$ cat config.mk
export PLATFORM = sky130hd
export DESIGN_NAME = qam_mod_core_flat
export DESIGN_NICKNAME = d
export VERILOG_FILES = /design/src/rtl/qam_mod_core_if.sv /design/src/rtl/qam_mod_core.sv /design/src/flat_wrapper.sv
export SDC_FILE = /design/constraint.sdc
export NUM_CORES = 1
export LEC_CHECK = 0
export ABC_CLOCK_PERIOD_IN_PS = 10800
export CAP_MARGIN = 20
export CORE_MARGIN = 4
export CORE_UTILIZATION = 50
export DETAILED_ROUTE_END_ITERATION = 12
export GPL_TIMING_DRIVEN = 0
export PLACE_DENSITY = 0.7
export SLEW_MARGIN = 20
export SYNTH_ARGS = -nofsm -noshare
export SYNTH_HDL_FRONTEND = slang
export SYNTH_SLANG_ARGS = --single-unit
$ cat constraint.sdc
create_clock -name clk -period 10.8 [get_ports clk]
set_input_delay 1.08 -clock clk [delete_from_list [all_inputs] [get_ports clk]]
set_output_delay 1.08 -clock clk [all_outputs]
set_load 0.02 [all_outputs]
$ cat src/rtl/qam_mod_core_if.sv
// Port bundle for qam_mod_core: bit-source handshake, NCO tuning word and the
// symbol/carrier/passband outputs. The core attaches through the slave modport.
interface qam_mod_core_if #(
  parameter int BITS_PER_SYM = 4,
  parameter int PHASE_W      = 16,
  parameter int AMP_W        = 10
);
  localparam int K = BITS_PER_SYM / 2;

  logic                       en;
  logic                       src_sel;
  logic                       ext_bit;
  logic                       ext_valid;
  logic                       ext_ready;
  logic [PHASE_W-1:0]         fcw;
  logic signed [K:0]          sym_i;
  logic signed [K:0]          sym_q;
  logic                       sym_strobe;
  logic signed [AMP_W-1:0]    sin_out;
  logic signed [AMP_W-1:0]    cos_out;
  logic signed [AMP_W+K+1:0]  mod_out;
  logic                       mod_valid;
  logic                       underrun;

  modport master (
    output en, src_sel, ext_bit, ext_valid, fcw,
    input  ext_ready, sym_i, sym_q, sym_strobe, sin_out, cos_out,
           mod_out, mod_valid, underrun
  );

  modport slave (
    input  en, src_sel, ext_bit, ext_valid, fcw,
    output ext_ready, sym_i, sym_q, sym_strobe, sin_out, cos_out,
           mod_out, mod_valid, underrun
  );
endinterface

$ cat src/rtl/qam_mod_core.sv
// M-QAM modulator: serial bits (PRBS or external) packed into Gray-mapped I/Q
// levels, mixed onto an NCO carrier as I*cos - Q*sin. Single clock, en-gated.
module qam_mod_core #(
  parameter int BITS_PER_SYM = 4,
  parameter int BIT_DIV      = 4,
  parameter int PHASE_W      = 16,
  parameter int LUT_AW       = 8,
  parameter int AMP_W        = 10
) (
  input logic           clk,
  input logic           rst,
  qam_mod_core_if.slave bus
);
  localparam int  K     = BITS_PER_SYM / 2;
  localparam int  DIV_W = $clog2(BIT_DIV);
  localparam int  CNT_W = $clog2(BITS_PER_SYM);
  localparam int  MOD_W = AMP_W + K + 2;
  localparam int  LVL_W = K + 2;
  localparam int  LUT_N = 2 ** LUT_AW;
  localparam int  PEAK  = 2 ** (AMP_W - 1) - 1;
  localparam real PI    = 3.14159265358979323846;

  function automatic logic signed [AMP_W-1:0] sin_entry(input int a);
    real x;
    x = real'(PEAK) * $sin(2.0 * PI * real'(a) / real'(LUT_N));
    if (x >= 0.0) return AMP_W'($rtoi(x + 0.5));
    else          return AMP_W'(-$rtoi(0.5 - x));
  endfunction

  function automatic logic signed [K:0] gray_level(input logic [K-1:0] g);
    logic [K-1:0]   b;
    logic [K+1:0]   t;
    b[K-1] = g[K-1];
    for (int i = K - 2; i >= 0; i--) b[i] = b[i+1] ^ g[i];
    t = {1'b0, b, 1'b0} - LVL_W'(2 ** K - 1);
    return t[K:0];
  endfunction

  logic [DIV_W-1:0]        r_div;
  logic [CNT_W-1:0]        r_bcnt;
  logic [6:0]              r_lfsr;
  logic [BITS_PER_SYM-1:0] r_shift;
  logic                    r_load;
  logic                    r_underrun;
  logic                    r_strobe;
  logic                    r_sym_ok;
  logic                    r_mod_ok;
  logic signed [K:0]       r_sym_i;
  logic signed [K:0]       r_sym_q;
  logic [PHASE_W-1:0]      r_phase;
  logic signed [AMP_W-1:0] r_sin;
  logic signed [AMP_W-1:0] r_cos;
  logic signed [MOD_W-1:0] r_mod;

  logic                    w_tick;
  logic                    w_last;
  logic                    w_bit;
  logic [BITS_PER_SYM-1:0] w_word;
  logic [LUT_AW-1:0]       w_addr;
  logic [LUT_AW-1:0]       w_addr_c;
  logic signed [MOD_W-1:0] w_mi, w_mq, w_mc, w_ms, w_mix;
  logic signed [AMP_W-1:0] w_lut [LUT_N];

  for (genvar g = 0; g < LUT_N; g++) begin : g_lut
    assign w_lut[g] = sin_entry(g);
  end

  assign w_tick   = bus.en & (r_div == DIV_W'(BIT_DIV - 1));
  assign w_last   = (r_bcnt == CNT_W'(BITS_PER_SYM - 1));
  assign w_word   = {r_shift[BITS_PER_SYM-2:0], w_bit};
  assign w_addr   = r_phase[PHASE_W-1 -: LUT_AW];
  assign w_addr_c = w_addr + LUT_AW'(LUT_N / 4);
  assign w_mi     = MOD_W'(r_sym_i);
  assign w_mq     = MOD_W'(r_sym_q);
  assign w_mc     = MOD_W'(r_cos);
  assign w_ms     = MOD_W'(r_sin);
  assign w_mix    = w_mi * w_mc - w_mq * w_ms;

  // Serial bit source; a missing external bit is replaced by zero.
  always_comb begin
    w_bit = 1'b0;
    if (bus.src_sel) begin
      if (bus.ext_valid) w_bit = bus.ext_bit;
      else               w_bit = 1'b0;
    end else begin
      w_bit = r_lfsr[6];
    end
  end

  // Bit divider, PRBS, symbol packing and underrun flag.
  always_ff @(posedge clk or negedge rst) begin
    if (!rst) begin
      r_div      <= '0;
      r_bcnt     <= '0;
      r_lfsr     <= 7'b0000001;
      r_shift    <= '0;
      r_load     <= 1'b0;
      r_underrun <= 1'b0;
    end else if (bus.en) begin
      r_div  <= w_tick ? '0 : r_div + DIV_W'(1);
      r_load <= w_tick & w_last;
      if (w_tick) begin
        r_shift <= w_word;
        r_bcnt  <= w_last ? '0 : r_bcnt + CNT_W'(1);
        if (!bus.src_sel) r_lfsr <= {r_lfsr[5:0], r_lfsr[6] ^ r_lfsr[5]};
        if (bus.src_sel && !bus.ext_valid) r_underrun <= 1'b1;
      end
    end
  end

  // Symbol mapping, NCO and mixer; r_shift stays stable for at least one en
  // cycle after the last bit, so it doubles as the symbol register.
  always_ff @(posedge clk or negedge rst) begin
    if (!rst) begin
      r_sym_i  <= '0;
      r_sym_q  <= '0;
      r_strobe <= 1'b0;
      r_sym_ok <= 1'b0;
      r_mod_ok <= 1'b0;
      r_phase  <= '0;
      r_sin    <= '0;
      r_cos    <= '0;
      r_mod    <= '0;
    end else if (bus.en) begin
      if (r_load) begin
        r_sym_i <= gray_level(r_shift[BITS_PER_SYM-1 -: K]);
        r_sym_q <= gray_level(r_shift[K-1:0]);
      end
      r_strobe <= r_load;
      r_sym_ok <= r_sym_ok | r_load;
      r_mod_ok <= r_sym_ok;
      r_phase  <= r_phase + bus.fcw;
      r_sin    <= w_lut[w_addr];
      r_cos    <= w_lut[w_addr_c];
      r_mod    <= w_mix;
    end else begin
      r_strobe <= 1'b0;
    end
  end

  assign bus.ext_ready  = w_tick & bus.src_sel;
  assign bus.sym_i      = r_sym_i;
  assign bus.sym_q      = r_sym_q;
  assign bus.sym_strobe = r_strobe;
  assign bus.sin_out    = r_sin;
  assign bus.cos_out    = r_cos;
  assign bus.mod_out    = r_mod;
  assign bus.mod_valid  = bus.en & r_mod_ok;
  assign bus.underrun   = r_underrun;
endmodule

$ cat src/flat_wrapper.sv
// flat-port wrapper written by rule: the top's interface ports become plain ports
module qam_mod_core_flat 
#(
  parameter int BITS_PER_SYM = 4,
  parameter int BIT_DIV      = 4,
  parameter int PHASE_W      = 16,
  parameter int LUT_AW       = 8,
  parameter int AMP_W        = 10
)
  (clk, rst, bus_en, bus_src_sel, bus_ext_bit, bus_ext_valid, bus_fcw, bus_ext_ready, bus_sym_i, bus_sym_q, bus_sym_strobe, bus_sin_out, bus_cos_out, bus_mod_out, bus_mod_valid, bus_underrun);
  qam_mod_core_if #(.BITS_PER_SYM(BITS_PER_SYM), .PHASE_W(PHASE_W), .AMP_W(AMP_W)) bus_i ();
  input logic clk;
  input logic rst;
  input wire logic [$bits(bus_i.en)-1:0] bus_en;
  input wire logic [$bits(bus_i.src_sel)-1:0] bus_src_sel;
  input wire logic [$bits(bus_i.ext_bit)-1:0] bus_ext_bit;
  input wire logic [$bits(bus_i.ext_valid)-1:0] bus_ext_valid;
  input wire logic [$bits(bus_i.fcw)-1:0] bus_fcw;
  output wire logic [$bits(bus_i.ext_ready)-1:0] bus_ext_ready;
  output wire logic [$bits(bus_i.sym_i)-1:0] bus_sym_i;
  output wire logic [$bits(bus_i.sym_q)-1:0] bus_sym_q;
  output wire logic [$bits(bus_i.sym_strobe)-1:0] bus_sym_strobe;
  output wire logic [$bits(bus_i.sin_out)-1:0] bus_sin_out;
  output wire logic [$bits(bus_i.cos_out)-1:0] bus_cos_out;
  output wire logic [$bits(bus_i.mod_out)-1:0] bus_mod_out;
  output wire logic [$bits(bus_i.mod_valid)-1:0] bus_mod_valid;
  output wire logic [$bits(bus_i.underrun)-1:0] bus_underrun;
  assign bus_i.en = bus_en;
  assign bus_i.src_sel = bus_src_sel;
  assign bus_i.ext_bit = bus_ext_bit;
  assign bus_i.ext_valid = bus_ext_valid;
  assign bus_i.fcw = bus_fcw;
  assign bus_ext_ready = bus_i.ext_ready;
  assign bus_sym_i = bus_i.sym_i;
  assign bus_sym_q = bus_i.sym_q;
  assign bus_sym_strobe = bus_i.sym_strobe;
  assign bus_sin_out = bus_i.sin_out;
  assign bus_cos_out = bus_i.cos_out;
  assign bus_mod_out = bus_i.mod_out;
  assign bus_mod_valid = bus_i.mod_valid;
  assign bus_underrun = bus_i.underrun;
  qam_mod_core #(.BITS_PER_SYM(BITS_PER_SYM), .BIT_DIV(BIT_DIV), .PHASE_W(PHASE_W), .LUT_AW(LUT_AW), .AMP_W(AMP_W)) u_core (.clk(clk), .rst(rst), .bus(bus_i));
endmodule
==> metrics.txt <==
# TYPE chip_impl_metric gauge
chip_impl_metric{name="worst_slew_pin_slew",unit="ps"} 898.8
chip_impl_metric{name="ys_ff_latch",unit=""} 75
chip_impl_metric{name="die_h",unit="µm"} 141.8
chip_impl_metric{name="ys_async_sr_fraction",unit=""} 1.000
chip_impl_metric{name="layout-area-overhead-vs-synth",unit="%"} 14.07
chip_impl_metric{name="placement_rows",unit=""} 48
chip_impl_info{name="min_from",value="u_core.r_sym_ok"} 1
chip_impl_info{name="worst-setup-path-type",value="primary input to primary output"} 1
chip_impl_metric{name="synth_area",unit="µm²"} 8957
chip_impl_metric{name="placedCellCount",unit=""} 1359
chip_impl_metric{name="clock_skew",unit="ps"} 11.28
chip_impl_info{name="cts-root-buf",value="clkbuf_16"} 1
chip_impl_metric{name="coreArea",unit="µm²"} 17420
chip_impl_info{name="critPathLaunchType",value="primary input"} 1
chip_impl_info{name="r2r_end",value="u_core.bus.mod_out[11]"} 1
chip_impl_metric{name="cts_made_buffers",unit=""} 9
chip_impl_metric{name="finalHoldViolCount",unit=""} 0
chip_impl_metric{name="die-width",unit="µm"} 141.8
chip_impl_info{name="synthTopCellsByArea",value="dfrtp_1 (21%), ha_1 (13%), fa_1 (5.1%)"} 1
chip_impl_info{name="tritoncts",value="built"} 1
chip_impl_metric{name="via_per_inst",unit=""} 6.764
chip_impl_metric{name="final.fill_count",unit=""} 1556
chip_impl_metric{name="post_cts.repair.setup_buffers",unit=""} 0
chip_impl_metric{name="netlist-cell-type-count",unit=""} 76
chip_impl_metric{name="critical_path_peak_fanout",unit=""} 10
chip_impl_info{name="regToRegStartpoint",value="u_core.bus.sym_q[2]"} 1
chip_impl_metric{name="nets_finish",unit=""} 1280
chip_impl_metric{name="numPortBuffers",unit=""} 65
chip_impl_info{name="setup.worst_path.start",value="bus_en"} 1
chip_impl_metric{name="synthesis.instances",unit=""} 1068
chip_impl_metric{name="start_util",unit=""} 0.5143
chip_impl_metric{name="routed-via-count",unit=""} 9300
chip_impl_metric{name="grt_antenna_before_repair",unit=""} 2
chip_impl_metric{name="timing.reg2reg.setup_slack",unit="ps"} 5810
chip_impl_metric{name="finalSetupViolCount",unit=""} 0
chip_impl_metric{name="drt_iter0_drc",unit=""} 1190
chip_impl_metric{name="diodes",unit=""} 0
chip_impl_metric{name="drtAntennaViolNets",unit=""} 0
chip_impl_metric{name="place.detailed.hpwl",unit="µm"} 26600
chip_impl_metric{name="syn_nets",unit=""} 1203
chip_impl_metric{name="critPathArrivalTime",unit="ps"} 4100
chip_impl_metric{name="wl_per_cell",unit="µm"} 25.56
chip_impl_metric{name="grt_use_total",unit=""} 0.3469
chip_impl_info{name="hp-class",value="flop to flop"} 1
chip_impl_metric{name="finalNonFillerCells",unit=""} 1375
chip_impl_info{name="run_status",value="completed"} 1
chip_impl_info{name="top_signal_layer_used",value="met5"} 1
chip_impl_metric{name="number_of_enable_flip_flop_cells_after_synthesis",unit=""} 0
chip_impl_metric{name="met3_wirelength",unit="µm"} 4182
chip_impl_metric{name="worst_r2r_path_depth",unit=""} 17
chip_impl_metric{name="first_global_vias",unit=""} 9114
chip_impl_metric{name="place.gp.congestion",unit=""} 1.062
chip_impl_metric{name="cap_violations",unit=""} 0
chip_impl_metric{name="dr_drc_count",unit=""} 0
chip_impl_metric{name="finish.utilization",unit=""} 0.5866
chip_impl_info{name="worstSetupEndpointType",value="primary output"} 1
chip_impl_metric{name="multiInputGateArea",unit="µm²"} 6535
chip_impl_metric{name="synth_sequential_area_ratio",unit=""} 0.2097
chip_impl_metric{name="grt_start_max_net_pins",unit=""} 57
chip_impl_metric{name="clock_latency",unit="ps"} 350
chip_impl_info{name="ys_top_cells_by_count",value="ha_1 (90), a21oi_1 (80), nor2_1 (77)"} 1
chip_impl_info{name="post-synth-top-count-cell",value="ha_1"} 1
chip_impl_metric{name="placedInstanceArea",unit="µm²"} 9915
chip_impl_metric{name="mapped_avg_cell_area",unit="µm²"} 8.387
chip_impl_metric{name="post-synth-top-area-fraction",unit=""} 0.2067
chip_impl_metric{name="htree_levels",unit=""} 3
chip_impl_metric{name="routed_wl",unit="µm"} 35140
chip_impl_metric{name="drive_above_1_share",unit=""} 0.09739
chip_impl_metric{name="total_area_of_sequential_cells",unit="µm²"} 1878
chip_impl_metric{name="cts.repair.resized",unit=""} 0
chip_impl_metric{name="post_cts_hold_buffer_count",unit=""} 0
chip_impl_info{name="dominantRegCellSynth",value="dfrtp_1"} 1
chip_impl_metric{name="grt_pass1_wl",unit="µm"} 53590
chip_impl_info{name="crit_end",value="bus_mod_valid"} 1
chip_impl_metric{name="firstDrtPassIters",unit=""} 6
chip_impl_info{name="rsz0062_at_grt",value="false"} 1
chip_impl_metric{name="gr-total-overflow",unit=""} 0
chip_impl_metric{name="timing.setup.tns",unit="ps"} 0
chip_impl_metric{name="maxSlewViolCount",unit=""} 0
chip_impl_metric{name="io_pins",unit=""} 66
chip_impl_metric{name="slew-limit-headroom",unit=""} 0.4008
chip_impl_metric{name="timing.critical_path.required",unit="ps"} 9720
chip_impl_metric{name="yosysWarningCount",unit=""} 0
chip_impl_metric{name="met2_length",unit="µm"} 14870
chip_impl_metric{name="fp.dieArea",unit="µm²"} 20120
chip_impl_metric{name="clockBufferDepth",unit=""} 2
chip_impl_metric{name="finalCritPeriodShare",unit=""} 0.4794
chip_impl_metric{name="post-route-min-period",unit="ps"} 5177
chip_impl_info{name="synth_largest_area_cell",value="dfrtp_1"} 1
chip_impl_metric{name="route.layer.met1.wl",unit="µm"} 14700
chip_impl_metric{name="finish.instance_area",unit="µm²"} 10220
chip_impl_metric{name="clk_transition_reported_paths",unit="ps"} 70
chip_impl_metric{name="tritoncts_num_sinks",unit=""} 75
chip_impl_metric{name="max_freq",unit="MHz"} 193.2
[cell type report]
type / count / area share
well taps: 225 / 0.02755
clock buffers: 9 / 0.02204
inverters: 47 / 0.01727
repair buffers: 66 / 0.06613
plain buffers: 74 / 0.03600
multi-input cells: 872 / 0.6396
clock inverters: 7 / 0.007592
flip-flops and latches: 75 / 0.1838
[worst min path at each step]
stage / cells after the start / to
global placement: 1 / u_core.bus.underrun
finish: 1 / u_core.r_sym_ok
global route: 1 / u_core.bus.underrun
detailed placement: 1 / u_core.r_sym_ok
floorplan: 1 / u_core.r_sym_ok
CTS: 1 / u_core.r_sym_ok
[routing by layer]
metal,up-vias,global-route usage
met2,601,0.5075
li1,4068,-
met5,-,0
met1,4511,0.4853
met3,118,0.1068
met4,2,0.1212
[worst max-delay path, cell delays in order]
cell	delay, ps
clkdlybuf4s50_1	580
clkbuf_1	470
buf_1	510
clkbuf_1	580
and2_1	270
clkdlybuf4s50_1	620
[sequential cells by signal (all words and copies together), names as in the netlist, 2 cells and up]
name,flops
u_core.r_phase,16
u_core.r_div,2
u_core.r_lfsr,7
u_core.bus.sin_out,10
u_core.bus.mod_out,14
u_core.bus.cos_out,10
u_core.bus.sym_q,3
u_core.r_shift,4
u_core.r_bcnt,2
u_core.bus.sym_i,2
[cell families (layout without fill, tap and decap cells)]
logic type                 count (synthesis)  count (layout)  share of synthesized area
adders and majority gates                113             113                     0.1771
xor gates and xnor gates                  43              43                    0.04205
AOI/OAI and AO/OA                        324             324                     0.2421
and+or+nand+nor                          337             337                     0.1905
DFF                                       75              75                     0.2097
muxes                                     55              55                    0.07780
buffers and inverters                    121             203                    0.06076
[cell usage in the layout (no fill, tap or decap), drive strengths merged, types with 33 or more instances in the layout]
| cell type | synthesis | layout |
|---|---|---|
| a21oi | 80 | 80 |
| dfrtp | 74 | 74 |
| buf | 50 | 52 |
| nand2 | 71 | 71 |
| clkdlybuf4s50 | 0 | 64 |
| ha | 90 | 90 |
| inv | 46 | 50 |
| o21ai | 64 | 64 |
| and2 | 41 | 41 |
| clkbuf | 24 | 33 |
| nor2 | 78 | 78 |
[stage by stage]
step	worst slack (ps)	hold slack, ps
6_report	5623	462.8
5_1_grt	5510	520.0
4_1_cts	5715	464.9
3_5_place_dp	5733	448.3
3_3_place_gp	5736	445.4
2_1_floorplan	6440	428.5
Power is not shown: default switching activity piles up to over one toggle a cycle in this logic, so the estimate is an artifact.
